## src/rtl/f18a_vram_arb_pkg.sv

```systemverilog
// Shared types for the F18A VRAM port arbiter: requester ids, read tags
// and the pause-handshake states.
package f18a_vram_arb_pkg;

   localparam int ADDR_W_DEF = 14;
   localparam int DATA_W_DEF = 8;

   typedef logic req_id_t;

   typedef struct packed {
      logic    valid;
      req_id_t id;
   } tag_t;

   typedef enum logic [1:0] {
      RUN,
      DRAIN,
      PAUSED
   } pause_state_t;

endpackage

```

## src/rtl/f18a_rr_arb2.sv

```systemverilog
// Two-way round-robin picker: the requester that did not win last time
// takes priority when both are eligible.
module f18a_rr_arb2
   import f18a_vram_arb_pkg::*;
(
   input  logic [1:0] i_elig,
   input  req_id_t    i_last,
   output logic [1:0] o_win,
   output req_id_t    o_next_last
);

   always_comb begin
      o_win       = 2'b00;
      o_next_last = i_last;
      case (i_elig)
         2'b01: begin
            o_win       = 2'b01;
            o_next_last = 1'b0;
         end
         2'b10: begin
            o_win       = 2'b10;
            o_next_last = 1'b1;
         end
         2'b11: begin
            o_win       = i_last ? 2'b01 : 2'b10;
            o_next_last = ~i_last;
         end
         default: ;
      endcase
   end

endmodule

```

## src/rtl/f18a_vram_arb.sv

```systemverilog
// Shares the F18A GPU-side VRAM port between two requesters, routes read
// data back by tag, and drains outstanding reads before acknowledging pause.
module f18a_vram_arb
   import f18a_vram_arb_pkg::*;
#(
   parameter int ADDR_W = ADDR_W_DEF,
   parameter int DATA_W = DATA_W_DEF,
   parameter int RD_LAT = 1
) (
   input  logic                   clk_logic_i,
   input  logic                   reset_n_i,
   input  logic [1:0]             req_i,
   input  logic [1:0]             we_i,
   input  logic [1:0][ADDR_W-1:0] addr_i,
   input  logic [1:0][DATA_W-1:0] wdata_i,
   output logic [1:0]             gnt_o,
   output logic [1:0]             rvalid_o,
   output logic [DATA_W-1:0]      rdata_o,
   output logic [ADDR_W-1:0]      vaddr_o,
   output logic                   vwe_o,
   output logic [DATA_W-1:0]      vdout_o,
   input  logic [DATA_W-1:0]      vdin_i,
   input  logic                   pause_i,
   output logic                   pause_ack_o
);

   logic [1:0]        r_gnt;
   logic [ADDR_W-1:0] r_vaddr;
   logic [DATA_W-1:0] r_vdout;
   logic              r_vwe;
   req_id_t           r_last;
   tag_t [RD_LAT-1:0] r_tag;
   pause_state_t      r_state;

   pause_state_t w_next_state;
   logic [1:0]   w_elig;
   logic [1:0]   w_win;
   req_id_t      w_next_last;
   req_id_t      w_win_id;
   tag_t         w_push;
   tag_t         w_out;
   logic         w_pending;
   logic         w_drained;
   logic         w_ack;

   // A request just served is masked so a held req is not re-granted at once.
   assign w_ack    = (r_state == PAUSED);
   assign w_elig   = req_i & ~r_gnt & {2{~pause_i & ~w_ack}};
   assign w_win_id = w_win[1];

   f18a_rr_arb2 u_rr (
      .i_elig      (w_elig),
      .i_last      (r_last),
      .o_win       (w_win),
      .o_next_last (w_next_last)
   );

   always_ff @(posedge clk_logic_i or negedge reset_n_i) begin
      if (!reset_n_i) begin
         r_gnt   <= 2'b00;
         r_vaddr <= '0;
         r_vdout <= '0;
         r_vwe   <= 1'b0;
         r_last  <= 1'b1;
      end else if (|w_win) begin
         r_gnt   <= w_win;
         r_vaddr <= addr_i[w_win_id];
         r_vdout <= wdata_i[w_win_id];
         r_vwe   <= we_i[w_win_id];
         r_last  <= w_next_last;
      end else begin
         r_gnt <= 2'b00;
         r_vwe <= 1'b0;
      end
   end

   assign w_push.valid = (|r_gnt) & ~r_vwe;
   assign w_push.id    = r_gnt[1];

   always_ff @(posedge clk_logic_i or negedge reset_n_i) begin
      if (!reset_n_i) begin
         r_tag <= '0;
      end else begin
         r_tag[0] <= w_push;
         for (int k = 1; k < RD_LAT; k++) begin
            r_tag[k] <= r_tag[k-1];
         end
      end
   end

   // The tag in the last stage returns this cycle, so it no longer counts as outstanding.
   always_comb begin
      w_pending = 1'b0;
      for (int k = 0; k < RD_LAT - 1; k++) begin
         w_pending = w_pending | r_tag[k].valid;
      end
   end

   assign w_drained = ~w_pending & ~(|r_gnt);

   always_ff @(posedge clk_logic_i or negedge reset_n_i) begin
      if (!reset_n_i) begin
         r_state <= RUN;
      end else begin
         r_state <= w_next_state;
      end
   end

   always_comb begin
      w_next_state = r_state;
      case (r_state)
         RUN: begin
            if (pause_i) begin
               w_next_state = w_drained ? PAUSED : DRAIN;
            end
         end
         DRAIN: begin
            if (!pause_i) begin
               w_next_state = RUN;
            end else if (w_drained) begin
               w_next_state = PAUSED;
            end
         end
         PAUSED: begin
            if (!pause_i) begin
               w_next_state = RUN;
            end
         end
         default: w_next_state = RUN;
      endcase
   end

   assign w_out       = r_tag[RD_LAT-1];
   assign rvalid_o    = {w_out.valid & w_out.id, w_out.valid & ~w_out.id};
   assign rdata_o     = w_out.valid ? vdin_i : '0;
   assign gnt_o       = r_gnt;
   assign vaddr_o     = r_vaddr;
   assign vdout_o     = r_vdout;
   assign vwe_o       = r_vwe;
   assign pause_ack_o = w_ack;

endmodule

```

## config.mk

```make
export PLATFORM = sky130hd
export DESIGN_NAME = f18a_vram_arb
export DESIGN_NICKNAME = d
export VERILOG_FILES = /design/src/rtl/f18a_vram_arb_pkg.sv /design/src/rtl/f18a_rr_arb2.sv /design/src/rtl/f18a_vram_arb.sv
export SDC_FILE = /design/constraint.sdc
export NUM_CORES = 1
export LEC_CHECK = 0
export ABC_AREA = 1
export BUFFER_PORTS_ARGS = -buffer_cell sky130_fd_sc_hd__buf_2
export CAP_MARGIN = 20
export CORE_ASPECT_RATIO = 1.25
export CORE_MARGIN = 4
export CORE_UTILIZATION = 45
export DETAILED_ROUTE_END_ITERATION = 7
export GPL_TIMING_DRIVEN = 0
export HOLD_SLACK_MARGIN = 0.1
export PLACE_DENSITY = 0.94
export SYNTH_ARGS = -nofsm -noshare
export SYNTH_HDL_FRONTEND = slang
export SYNTH_SLANG_ARGS = --single-unit
```

## constraint.sdc

```tcl
create_clock -name clk_logic_i -period 2.1 [get_ports clk_logic_i]
set_input_delay 0.63 -clock clk_logic_i [delete_from_list [all_inputs] [get_ports clk_logic_i]]
set_output_delay 0.63 -clock clk_logic_i [all_outputs]
set_load 0.01 [all_outputs]
```

* Word-level counts from Yosys, hierarchy flattened
Index checks and enable logic that the tools add are counted. W data, S select, Z words.
Word-level totals: register bits after elaboration 30, output and inout port bits 36
Operators by class: $lt $le $gt $ge 1, equality and inequality tests 8, multiplexer cells 18, bitwise logic cells 12, reductions and logical operators 6
Operators with widths (count):
- $mux W14 | 2
- $mux W8 | 3
- $mux W2 | 7
- $pmux W2 S3 | 2
- $eq A2 B2 Y1 const B | 3
- $not A1 Y1 | 5
- $and A1 B1 Y1 | 4
- $and A2 B2 Y2 | 2
- $eq A2 B1 Y1 const B | 2
- $ne A2 B2 Y1 const B | 2
- $reduce_or A2 Y1 | 2
- $mux W1 | 3
- $ne A3 B3 Y1 const B | 1
- $pmux W1 S3 | 1
- $reduce_and A3 Y1 | 1
- $reduce_bool A3 Y1 | 1
- $logic_not A2 Y1 | 1
- $lt A1 B2 Y1 const B | 1
- $not A2 Y2 | 1
- $reduce_and A2 Y1 | 1

* Depth between registers and ports, before layout
Gate-level depths: netlist of the first run.
word-level depth 9, depth in mapped cells 7, depth with buffers taken out 6

* Modules after synthesis
A second synthesis of the first run with hierarchy kept.
Unflattened totals: cells, all modules 188, area total of the unflattened synthesis 1478.9 um^2
Modules (own cells, without submodules):
- f18a_vram_arb | instances 1, cells each 178, area an instance 1440.1 um^2
- f18a_rr_arb2 | instances 1, cells each 10, area an instance 38.8 um^2

* Least setup slack after synthesis of the first run
OpenSTA, ideal clock, no wires.
path type input -> register, start input port req_i[1], end register r_vaddr[0], in the netlist vaddr_o[0], library setup time 0.124 ns, arrival 1.328 ns, data required time 1.976 ns, slack 0.648 ns, stages on the path 6, cell sequence inv_1 -> nor2_2 -> o211ai_4 -> buf_2 -> nand2_1 -> nand3_1
Between the ends: longest elaborated chain between the ends 6, elaborated cells on any way between the ends 9, classes of those cells 3 x eq/ne; 3 x mux; 2 x bitwise; 1 x reduce/logical
RTL lines:
- from (decl) | RTL line f18a_vram_arb.sv:12 | input logic [1:0] req_i,
- $and A2 B2 Y2 * (2 in series) | RTL line f18a_vram_arb.sv:48 | assign w_elig = req_i & ~r_gnt & {2{~pause_i & ~w_ack}};
- $eq A2 B2 Y1 / $eq A2 B1 Y1 (equally long branches) | RTL line f18a_rr_arb2.sv:15 | case (i_elig)
- $pmux W2 S3 * | RTL line f18a_rr_arb2.sv:15
- $mux W14 (implied by the code) (2 in series) | RTL line f18a_vram_arb.sv:67 | r_vaddr <= addr_i[w_win_id];
- to (signal assigned) | RTL line f18a_vram_arb.sv:67
- to (decl) | RTL line f18a_vram_arb.sv:28 | logic [ADDR_W-1:0] r_vaddr;
Every way passes the cells marked *; elsewhere a longest branch is shown, timed or not. The select of a mux whose other input is x is not followed. A chain may end at the register's enable or synchronous reset.

* Worst setup path after layout of the first run
start register r_tag[1] in the netlist's numbering, end output port rdata_o[6]
Between the ends: longest elaborated chain between the ends 1
RTL lines:
- from (decl) | RTL line f18a_vram_arb.sv:32 | tag_t [RD_LAT-1:0] r_tag;
- from (signal, indexed assignment) | RTL line f18a_vram_arb.sv:86 | r_tag[k] <= r_tag[k-1];
- $mux W8 | RTL line f18a_vram_arb.sv:135 | assign rdata_o = w_out.valid ? vdin_i : '0;
- to (decl) | RTL line f18a_vram_arb.sv:18 | output logic [DATA_W-1:0] rdata_o,
No other way between the ends.

==> results of run 1 <==
-- sequential cells by signal, indices dropped and copies added, names as in the netlist --
name	cells
r_tag	2
r_last	1
vwe_o	1
gnt_o	2
vaddr_o	14
r_state	2
vdout_o	8
-- cell type report --
class                   instances  area share [%]
clock buffers                   6            3.75
inverters                      42            7.27
flip-flops and latches         30            34.1
clock inverters                 2           0.568
repair buffers                 94            21.4
plain buffers                  10            3.58
multi-input cells             139            27.3
well taps                      37            2.10
-- stage by stage --
step,total power [mW],instances,utilization [%]
floorplan,1.18,221,-
global placement,1.45,352,63.7
detailed placement,1.49,352,63.7
CTS,1.97,360,66.6
global route,2.08,360,66.6
finish,1.95,360,66.6
-- layer usage --
layer  wire [µm]  up-vias
met5           0        -
met4          38        0
met3         436        5
met2        2230       74
met1        1560      745
li1            -      849
-- report_power, final --
group	internal [mW]	leakage [nW]	total, mW	switching, mW
Combinational	0.280	0.978	0.650	0.370
Sequential	0.734	0.366	0.820	0.0860
Clock	0.263	0.0472	0.475	0.212
Total	1.28	1.39	1.95	0.669
-- placed cells by master (no fill, tap or decap) --
master | Yosys | routed
inv_4 | 1 | 1
clkbuf_1 | 1 | 1
o21ai_1 | 1 | 1
clkinvlp_4 | 0 | 1
dfrtp_1 | 29 | 29
dfstp_2 | 1 | 1
buf_4 | 2 | 2
clkinv_2 | 0 | 1
clkbuf_8 | 0 | 6
a21oi_1 | 1 | 1
nand2_1 | 79 | 79
a31oi_1 | 1 | 1
nand3_1 | 22 | 22
a21oi_4 | 1 | 1
nor3_1 | 1 | 1
buf_6 | 4 | 4
nor2_1 | 30 | 30
inv_2 | 2 | 2
o21ai_4 | 1 | 1
inv_1 | 39 | 39
nor2_2 | 1 | 1
o211ai_4 | 1 | 1
buf_2 | 3 | 97
-- final timing paths --
check | to | cells after the start | slack (ns)
max in group asynchronous | r_state[1] | 1 | 1.29
setup reg to reg | vaddr_o[4] | 5 | 0.64
min in group clk_logic_i | r_tag[1] | 1 | 0.45
hold reg to reg | r_tag[1] | 1 | 0.45
hold / removal | vaddr_o[8] | 1 | 0.37
setup / recovery | rdata_o[6] | 4 | 0.28
-- cell families after synthesis --
logic type      after synthesis  synth area share, %
simple gates                133                 33.3
buf+inv                      52                 15.0
flops                        30                 47.2
compound gates                6                 4.40
-- cells in the mapped netlist --
master,number,share of area (%)
buf_6,4,2.8
a21oi_1,1,0.31
nand3_1,22,6.9
nand2_1,79,19
nor3_1,1,0.31
dfstp_2,1,1.7
a31oi_1,1,0.39
clkbuf_1,1,0.24
inv_4,1,0.39
buf_2,3,0.94
nor2_2,1,0.39
nor2_1,30,7.1
inv_1,39,9.2
o21ai_1,1,0.31
inv_2,2,0.47
o21ai_4,1,1.0
dfrtp_1,29,46
buf_4,2,0.94
o211ai_4,1,1.3
a21oi_4,1,1.0
-- worst max-delay path: cells and delay by family, from the launching register on --
| family | cells | cell delay, ns |
|---|---|---|
| buffers and inverters | 3 | 0.48 |
| flip-flops | 1 | 0.32 |
| AND/OR/NAND/NOR | 1 | 0.11 |
==> impl_metrics.json, run 1 <==
{
  "period_needed_ns": 1.82,
  "setup_violations": 0,
  "startpoint": "r_tag[1]",
  "grt_usage_pct": 19.6,
  "required_ns": 1.47,
  "cp_max_fo": 10,
  "met3_usage_pct": 6.25,
  "routed_wl_um": 4260,
  "start_kind": "register",
  "outcome": "finished clean",
  "grt_max_degree": 31,
  "critPathKind": "register to primary output",
  "register_area_um2": 752,
  "grt-ovfl-total": 0,
  "max_stage_delay_ns": 0.32,
  "start_util_pct": 48.1,
  "gp_congestion": 0.727,
  "area_delta_synth_final_pct": 38.4,
  "slew_viol_final": 0,
  "grt_pass1_vias": 1591,
  "peakVddDrop_v": 0.000636,
  "drv_cap": 0,
  "postCtsHoldBufs": 0,
  "num_vias": 1673,
  "stdcell_area_mm2": 0.00220,
  "drc_errors": 0,
  "fill_cells": 315,
  "die_w_um": 61.2,
  "clockBufferDepth": 2,
  "drtPass1Iterations": 4,
  "rows": 23,
  "cp.arrival_ns": 1.19,
  "tns_ns": 0,
  "core_area_mm2": 0.00331,
  "cts_resized": 0,
  "io_buffers": 94,
  "crit_chain": "clkbuf_1, nand2_1, inv_1, buf_2",
  "hold_ws_ns": 0.370,
  "cts_setup_buffers": 0,
  "fin_ws_ns": 0.281,
  "numCtsBuffers": 5,
  "root_buffer": "clkbuf_8",
  "use_met2_pct": 36.8,
  "clk_latency_ns": 0.28,
  "ant_nets": 0,
  "ioPinCount": 95,
  "die_h_um": 74.5,
  "hold_class": "primary input to asynchronous set/reset pin",
  "fmax_mhz": 550,
  "clkTransAtPathRegs_ns": 0.06,
  "ys_ff_latch": 30,
  "leakage_nw": 1.39,
  "ys_warn_count": 0,
  "crit_path_top_delay_cell": "dfrtp_1",
  "cts_max_level": 2,
  "r2r-start": "r_last",
  "hold_viol": 0,
  "timing.final.crit_share_pct": 86.6,
  "yosysSeqAreaShare_pct": 47.2,
  "place_hpwl_um": 3360,
  "slew-limit-headroom_pct": 56.4,
  "syn_inst": 221,
  "routed_via_density": 4.65,
  "syn_nets": 280,
  "finClkSkew_ns": 0.00640,
  "clock_sinks": 30,
  "worst_pin_slew_ns": 0.654,
  "syn_avg_cell_area_um2": 7.20,
  "top_usage_layer": "met2",
  "place_area_mm2": 0.00211,
  "p_per_area_mw_per_mm2": 883,
  "use_met1_pct": 20.2,
  "grt_pass1_wl_um": 6580,
  "multiInputGateArea_um2": 601,
  "dp_slack_ns": 0.379,
  "final_layout_size_suffix_gt1_share_pct": 36.8,
  "rsz0062_at_grt": "false",
  "n_antenna_cell": 0,
  "end_kind": "primary output",
  "die_area_mm2": 0.00456,
  "cts_tree": "yes",
  "syn-cell-area_mm2": 0.00159,
  "synthDistinctLibCells": 20,
  "final_net_count": 381,
  "antenna_found_initial": 0,
  "avgRoutedWirePerCell_um": 11.8,
  "drt_iter0_markers": 82
}
(Power assumes the default switching activity.)
==> run 2: changes to the inputs <==
PLACE_DENSITY = 0.8   (was 0.94)
==> impl_metrics.json, run 2 (same netlist as run 1, synthesis figures left out) <==
{
  "place_hpwl_um": 3180,
  "worst_pin_slew_ns": 0.657,
  "die_w_um": 61.2,
  "rsz0062_at_grt": "false",
  "p_per_area_mw_per_mm2": 901,
  "die_h_um": 74.5,
  "die_area_mm2": 0.00456,
  "largest_register_ffs": 14,
  "layoutNonFillerInstCount": 360,
  "drv_cap": 0,
  "start_kind": "register",
  "clockBufferDepth": 2,
  "slew_viol_final": 0,
  "hold_ws_ns": 0.378,
  "timing.final.crit_share_pct": 86.3,
  "multiInputGateArea_um2": 601,
  "crit_chain": "clkbuf_1, nand2_1, inv_1, buf_2",
  "drtPass1Iterations": 4,
  "critPathKind": "register to primary output",
  "clkTransAtPathRegs_ns": 0.06,
  "cp.arrival_ns": 1.18,
  "dp_cells": 352,
  "setup_violations": 0,
  "tns_ns": 0,
  "postCtsHoldBufs": 0,
  "drt_iter0_markers": 54,
  "gp_congestion": 0.752,
  "grt_pass1_wl_um": 6710,
  "end_kind": "primary output",
  "leakage_nw": 1.40,
  "grt_usage_pct": 19.9,
  "n_antenna_cell": 0,
  "routed_via_density": 4.56,
  "routed_wl_um": 4160,
  "cts_setup_buffers": 0,
  "period_needed_ns": 1.81,
  "cts_tree": "yes",
  "hold_class": "primary input to asynchronous set/reset pin",
  "grt_max_degree": 31,
  "clk_latency_ns": 0.28,
  "layout_commonest_cell": "buf_2",
  "num_vias": 1641,
  "max_stage_delay_ns": 0.32,
  "grt_pass1_vias": 1595,
  "area_delta_synth_final_pct": 39.4,
  "finClkSkew_ns": 0.00456,
  "drc_errors": 0,
  "cp_max_fo": 10,
  "required_ns": 1.47,
  "path_delay_family": "buffers and inverters",
  "final_layout_size_suffix_gt1_share_pct": 36.8,
  "ant_nets": 0,
  "numCtsBuffers": 5,
  "grt-ovfl-total": 0,
  "crit_path_top_delay_cell": "dfrtp_1",
  "rows": 23,
  "final_util_pct": 67.0,
  "root_buffer": "clkbuf_8",
  "avgRoutedWirePerCell_um": 11.6,
  "fill_cells": 315,
  "clock_sinks": 30,
  "antenna_found_initial": 0,
  "slew-limit-headroom_pct": 56.2,
  "hold_viol": 0,
  "fmax_mhz": 552,
  "peakVddDrop_v": 0.000666,
  "start_util_pct": 48.1,
  "final_cell_mix": "buf_2, nand2_1, inv_1, nor2_1, dfrtp_1",
  "ioPinCount": 95,
  "io_buffers": 94,
  "cp.buffers_inverters": 3,
  "final_net_count": 381,
  "cts_max_level": 2,
  "outcome": "finished clean",
  "core_area_mm2": 0.00331,
  "register_area_um2": 752,
  "cts_resized": 0
}
[run 2: cell types whose count changed in the layout (fill, tap and decap cells not counted), sizes merged]
cell	previous run	this run
clkbuf	7	9
clkinv	1	0
clkinvlp	1	0
[run 2: per-stage QoR]
step | power [mW] | instance area (µm²) | setup slack [ns]
finish | 2.00 | 2220 | 0.287
global route | 2.14 | 2220 | 0.156
CTS | 2.02 | 2220 | 0.265
detailed placement | 1.48 | 2110 | 0.407
global placement | 1.46 | 2110 | 0.410
floorplan | 1.18 | 1590 | 0.648
[run 2: where the power goes]
part / switching, mW / total [mW] / internal [mW]
sequential: 0.0862 / 0.820 / 0.734
combinational: 0.361 / 0.641 / 0.280
clock: 0.207 / 0.538 / 0.330
total: 0.654 / 2.00 / 1.34
[run 2: cell type report]
class	count	area share (%)
plain buffers	10	3.55
clock buffers	8	4.96
inverters	42	7.22
multi-input cells	139	27.1
flip-flops and latches	30	33.9
well taps	37	2.09
repair buffers	94	21.2
[run 2: metal layers]
metal / track usage (%) / routed length (µm)
met3: 6.25 / 436
met2: 33.6 / 2000
met1: 23.8 / 1670
met5: 0 / 0
met4: 5.78 / 53
[run 2: path summary, 6_finish.rpt]
| path | from | endpoint | slack (ns) | cells past startpoint |
|---|---|---|---|---|
| min reg2reg | vwe_o | r_tag[1] | 0.43 | 1 |
| min | reset_n_i | vaddr_o[8] | 0.38 | 1 |
| max reg2reg | r_last | vdout_o[3] | 0.66 | 5 |
| max in group asynchronous | reset_n_i | vaddr_o[2] | 1.29 | 1 |
| min in group clk_logic_i | vwe_o | r_tag[1] | 0.43 | 1 |
| max | r_tag[1] | rdata_o[1] | 0.29 | 4 |
[run 2: worst register-to-register path, stage by stage, from the launching register on]
cell      delay (ns)
dfstp_2         0.51
inv_1           0.08
o211ai_4        0.31
buf_2           0.29
nand2_1         0.08
nand3_1         0.09
